<file path="config.mk">
export PLATFORM = sky130hd
export DESIGN_NAME = fifo_sync_level
export DESIGN_NICKNAME = d
export VERILOG_FILES = /design/src/rtl/fifo_sync_level.sv
export SDC_FILE = /design/constraint.sdc
export NUM_CORES = 1
export LEC_CHECK = 0
export ABC_AREA = 0
export BUFFER_PORTS_ARGS = -buffer_cell sky130_fd_sc_hd__buf_4
export CAP_MARGIN = 0
export CELL_PAD_IN_SITES_DETAIL_PLACEMENT = 1
export CELL_PAD_IN_SITES_GLOBAL_PLACEMENT = 1
export CORE_MARGIN = 1
export CORE_UTILIZATION = 48
export CTS_CLUSTER_DIAMETER = 40
export CTS_CLUSTER_SIZE = 14
export DETAILED_ROUTE_END_ITERATION = 16
export GPL_ROUTABILITY_DRIVEN = 0
export GPL_TIMING_DRIVEN = 0
export PLACE_DENSITY = 0.74
export SLEW_MARGIN = 20
export SYNTH_ARGS = -nofsm -noshare
export SYNTH_HDL_FRONTEND = slang
export SYNTH_SLANG_ARGS = --single-unit
</file>
<file path="constraint.sdc">
create_clock -name clk -period 6.45 [get_ports clk]
set_clock_uncertainty 0.05 [all_clocks]
set_input_delay 1.6125 -clock clk [delete_from_list [all_inputs] [get_ports clk]]
set_output_delay 1.6125 -clock clk [all_outputs]
set_load 0.05 [all_outputs]
</file>
<file path="src/rtl/fifo_sync_level.sv">
// Single-clock FIFO with extra-bit pointers, fill count, almost-full/almost-empty
// thresholds, sticky overflow/underflow flags and a selectable FWFT read mode.
module fifo_sync_level #(
    parameter int MEMORY_WIDTH    = 8,
    parameter int ADDRESS_SIZE    = 3,
    parameter int FWFT            = 0,
    parameter int ALMOST_FULL_TH  = 6,
    parameter int ALMOST_EMPTY_TH = 2
) (
    input  logic                    clk,
    input  logic                    rst,
    input  logic                    w_en,
    input  logic [MEMORY_WIDTH-1:0] wdata,
    input  logic                    r_en,
    input  logic                    err_clr,
    output logic [MEMORY_WIDTH-1:0] rdata,
    output logic                    rvalid,
    output logic                    full,
    output logic                    empty,
    output logic                    almost_full,
    output logic                    almost_empty,
    output logic [ADDRESS_SIZE:0]   count,
    output logic                    overflow,
    output logic                    underflow
);

    localparam int MEMORY_DEPTH = 2 ** ADDRESS_SIZE;
    localparam logic [ADDRESS_SIZE:0] AF_TH = (ADDRESS_SIZE + 1)'(ALMOST_FULL_TH);
    localparam logic [ADDRESS_SIZE:0] AE_TH = (ADDRESS_SIZE + 1)'(ALMOST_EMPTY_TH);

    logic [MEMORY_WIDTH-1:0] mem [MEMORY_DEPTH];

    logic [ADDRESS_SIZE:0]   wr_ptr;
    logic [ADDRESS_SIZE:0]   rd_ptr;
    logic [ADDRESS_SIZE:0]   wr_ptr_nxt;
    logic [ADDRESS_SIZE:0]   rd_ptr_nxt;
    logic [ADDRESS_SIZE:0]   count_nxt;
    logic [ADDRESS_SIZE-1:0] wr_addr;
    logic [ADDRESS_SIZE-1:0] rd_addr;
    logic                    wr_acc;
    logic                    rd_acc;
    logic                    full_nxt;
    logic                    empty_nxt;

    assign wr_addr = wr_ptr[ADDRESS_SIZE-1:0];
    assign rd_addr = rd_ptr[ADDRESS_SIZE-1:0];

    // Acceptance uses the registered flags; derive next pointers, count and flags.
    always_comb begin
        wr_acc     = w_en & ~full;
        rd_acc     = r_en & ~empty;
        wr_ptr_nxt = wr_ptr + {{ADDRESS_SIZE{1'b0}}, wr_acc};
        rd_ptr_nxt = rd_ptr + {{ADDRESS_SIZE{1'b0}}, rd_acc};
        count_nxt  = count + {{ADDRESS_SIZE{1'b0}}, wr_acc}
                           - {{ADDRESS_SIZE{1'b0}}, rd_acc};
        empty_nxt  = (wr_ptr_nxt == rd_ptr_nxt);
        full_nxt   = (wr_ptr_nxt[ADDRESS_SIZE] != rd_ptr_nxt[ADDRESS_SIZE]) &&
                     (wr_ptr_nxt[ADDRESS_SIZE-1:0] == rd_ptr_nxt[ADDRESS_SIZE-1:0]);
    end

    // Pointer, level and status-flag registers; reset discards all contents.
    always_ff @(posedge clk) begin
        if (rst) begin
            wr_ptr       <= '0;
            rd_ptr       <= '0;
            count        <= '0;
            empty        <= 1'b1;
            full         <= 1'b0;
            almost_full  <= 1'b0;
            almost_empty <= 1'b1;
            overflow     <= 1'b0;
            underflow    <= 1'b0;
        end else begin
            wr_ptr       <= wr_ptr_nxt;
            rd_ptr       <= rd_ptr_nxt;
            count        <= count_nxt;
            empty        <= empty_nxt;
            full         <= full_nxt;
            almost_full  <= (count_nxt >= AF_TH);
            almost_empty <= (count_nxt <= AE_TH);
            // A new error in the same cycle as err_clr keeps the flag set.
            overflow     <= (w_en & full)  | (overflow  & ~err_clr);
            underflow    <= (r_en & empty) | (underflow & ~err_clr);
        end
    end

    // Storage array; not cleared by reset, writes blocked while reset is held.
    always_ff @(posedge clk) begin
        if (!rst && wr_acc) begin
            mem[wr_addr] <= wdata;
        end
    end

    generate
        if (FWFT != 0) begin : g_fwft
            // Head word shown combinationally; forced to zero while empty so
            // stale array contents never appear after reset.
            assign rdata  = empty ? '0 : mem[rd_addr];
            assign rvalid = ~empty;
        end else begin : g_std
            // Registered read: data lands one cycle after an accepted pop.
            always_ff @(posedge clk) begin
                if (rst) begin
                    rdata  <= '0;
                    rvalid <= 1'b0;
                end else begin
                    rvalid <= rd_acc;
                    if (rd_acc) begin
                        rdata <= mem[rd_addr];
                    end
                end
            end
        end
    endgenerate

endmodule
</file>
==> impl_metrics.json <==
{
  "fin_ws_ps": 3020,
  "numCtsBuffers": 9,
  "tightest_slew_ps": 1000,
  "grt_max_degree": 19,
  "p_total_mw": 1.40,
  "critPathKind": "input port to flop",
  "cp-start-kind": "input port",
  "regArea_mm2": 0.00246,
  "area_growth_pct": 15.7,
  "antenna_found_initial": 0,
  "setup-violations-final": 0,
  "layout_common_cells": "64 x edfxtp_1, 32 x buf_4, 27 x dfxtp_1",
  "wl_per_cell_um": 19.5,
  "hold_viol_final": 0,
  "wl_met2_um": 3420,
  "firstDrtPassIters": 4,
  "status": "finished, final reports clean",
  "internal-power_mw": 0.973,
  "ff2ff_setup_slack_ps": 4030,
  "swShare_pct": 30.5,
  "layout_commonest_cell": "edfxtp_1",
  "utilization_pct": 58.2,
  "peakVddDrop_mv": 0.160,
  "p_per_area_mw_per_mm2": 328,
  "p_leak_nw": 1.51,
  "postCtsSetupBuffers": 0,
  "slew_violations": 0,
  "start_util_pct": 50.3,
  "ys.warnings.count": 0,
  "critPathMaxFanout": 10,
  "port_buffers": 31,
  "synthesis.nets": 249,
  "clkPwrFrac_pct": 28.8,
  "io-pin-count": 32,
  "multi_input_area_mm2": 0.00111,
  "pre_cts_ws_ps": 2640,
  "synth_top_cell_area_share_pct": 52.1,
  "diodes": 0,
  "cts_resized": 0,
  "cp-end-kind": "flop",
  "synthDistinctLibCells": 38,
  "ys_seq_elements": 91,
  "clk_path_buf_depth": 2,
  "rows": 31,
  "vias_per_cell": 5.45,
  "clk_pin_slew_ps": 100,
  "ys_async_sr_fraction_pct": 0,
  "ys_seq_area_share_pct": 66.7,
  "drive_above_1_share_pct": 25.0,
  "wl_met1_um": 3320,
  "crit_arrival_ps": 3670,
  "ctsHoldBuffers": 0,
  "detailed_place_hpwl_um": 4820,
  "highest_layer": "met4",
  "tns_ps": 0,
  "cap_violations": 0,
  "clk_latency_ps": 350,
  "synth_top_cells_by_area": "edfxtp_1 52%, dfxtp_1 15%, mux4_1 5.7%",
  "grt_pass1_wl_um": 11100,
  "slew_headroom_pct": 32.8,
  "grt_setup_unrepaired": "false",
  "drtAntennaViolNets": 0,
  "dieArea_mm2": 0.00804,
  "wl_um": 7320,
  "synthCells": 229,
  "hp-class": "flop to flop",
  "finalNetCount": 291,
  "route.met3.wl_um": 438,
  "comb_power_share_pct": 22.7,
  "die_h_um": 89.7,
  "cts_tree": "done",
  "drc": 0,
  "synth_enable_flop_cells": 64,
  "yosysTopAreaCell": "edfxtp_1",
  "seqPwrFrac_pct": 48.5,
  "root_buffer": "clkbuf_8",
  "fin_crit_sh_pct": 53.2,
  "design.core.area_mm2": 0.00733,
  "max_freq_ghz": 0.291,
  "dieWidth_um": 89.7,
  "vias": 2045,
  "period_needed_ps": 3430,
  "cts.sinks": 91,
  "htree_levels": 3,
  "fillers": 701,
  "synthFlopType": "edfxtp_1",
  "track_usage_pct": 20.3,
  "grt_pass1_vias": 2001,
  "overflow": 0,
  "syn_area_mm2": 0.00369,
  "crit_required_ps": 6680,
  "postSynthAreaPerCell_um2": 16.1,
  "drt-initial-drc-count": 148,
  "power.switching_mw": 0.426
}
## final timing paths
path | endpoint | start | cells after the start
worst max-delay path | almost_full | r_en | 12
worst min-delay path | rdata[6] | rdata[6] | 2
worst max register to register | almost_full | empty | 11
worst min register to register | rdata[6] | rdata[6] | 2
## cells by family (layout without fill, tap and decap cells)
| family | after synthesis | in the layout | synth area share (%) |
|---|---|---|---|
| buffers and inverters | 19 | 66 | 3.42 |
| AO/OA/AOI/OAI | 23 | 23 | 4.68 |
| multiplexers | 24 | 24 | 12.7 |
| adder cells (fa/ha/maj) | 7 | 7 | 2.58 |
| flip-flops | 91 | 91 | 66.7 |
| AND/OR/NAND/NOR | 55 | 55 | 7.08 |
| XOR/XNOR | 10 | 10 | 2.78 |
## synthesized netlist by cell type (all sizes together), types with 2 or more instances
master / count
o221a: 2
nor2b: 6
dfxtp: 27
nand3: 2
a22oi: 2
inv: 7
buf: 9
a21oi: 5
xnor2: 6
nand2: 6
nand2b: 5
edfxtp: 64
mux2i: 8
nor3: 3
ha: 6
nand4: 2
mux4: 16
nor2: 26
a211oi: 8
xor2: 3
clkbuf: 3
## state kept, by name, indices dropped and copies added (netlist names)
name / cells
rdata: 8
almost_empty: 1
underflow: 1
overflow: 1
rd_ptr: 4
empty: 1
full: 1
rvalid: 1
almost_full: 1
count: 4
mem: 64
wr_ptr: 4
## power by group through the flow
stage / Combinational (mW) / Sequential [mW] / Clock [mW]
after floorplan: 0.148 / 0.773 / 0
after detailed placement: 0.320 / 0.692 / 0
final: 0.318 / 0.678 / 0.404
after global routing: 0.344 / 0.683 / 0.434
after CTS: 0.321 / 0.679 / 0.413
after global placement: 0.312 / 0.690 / 0
## critical path: stages
cell and delay [ps]:
buf_4 100, nor2b_1 150, buf_6 160, buf_2 240, nand2_1 130, nand2_1 70
ha_1 160, inv_1 60, fa_1 370, xor2_1 180, or2_2 280, a21oi_1 140
## per-stage QoR
| stage | cells | instance area (µm²) | hold slack, ps |
|---|---|---|---|
| 2_1_floorplan | 229 | 3690 | 525 |
| 3_3_place_gp | 359 | 4050 | 427 |
| 3_5_place_dp | 359 | 4060 | 448 |
| 4_1_cts | 375 | 4270 | 462 |
| 5_1_grt | 375 | 4270 | 479 |
| 6_report | 375 | 4270 | 460 |
## final cells by class
type	count	area share, %
clock inverter	7	2.05
tap	99	2.90
inverter	7	0.615
buffer	12	2.34
clock buffer	9	2.90
sequential	91	57.7
timing repair buffer	31	5.45
multi-input combinational	119	26.1
## routing by layer
layer  vias to the layer above  track usage, %
met4                         0            8.66
li1                        956               -
met2                        84            32.0
met5                         -               0
met3                        14            4.11
met1                       991            27.8
(Power assumes the default switching activity.)
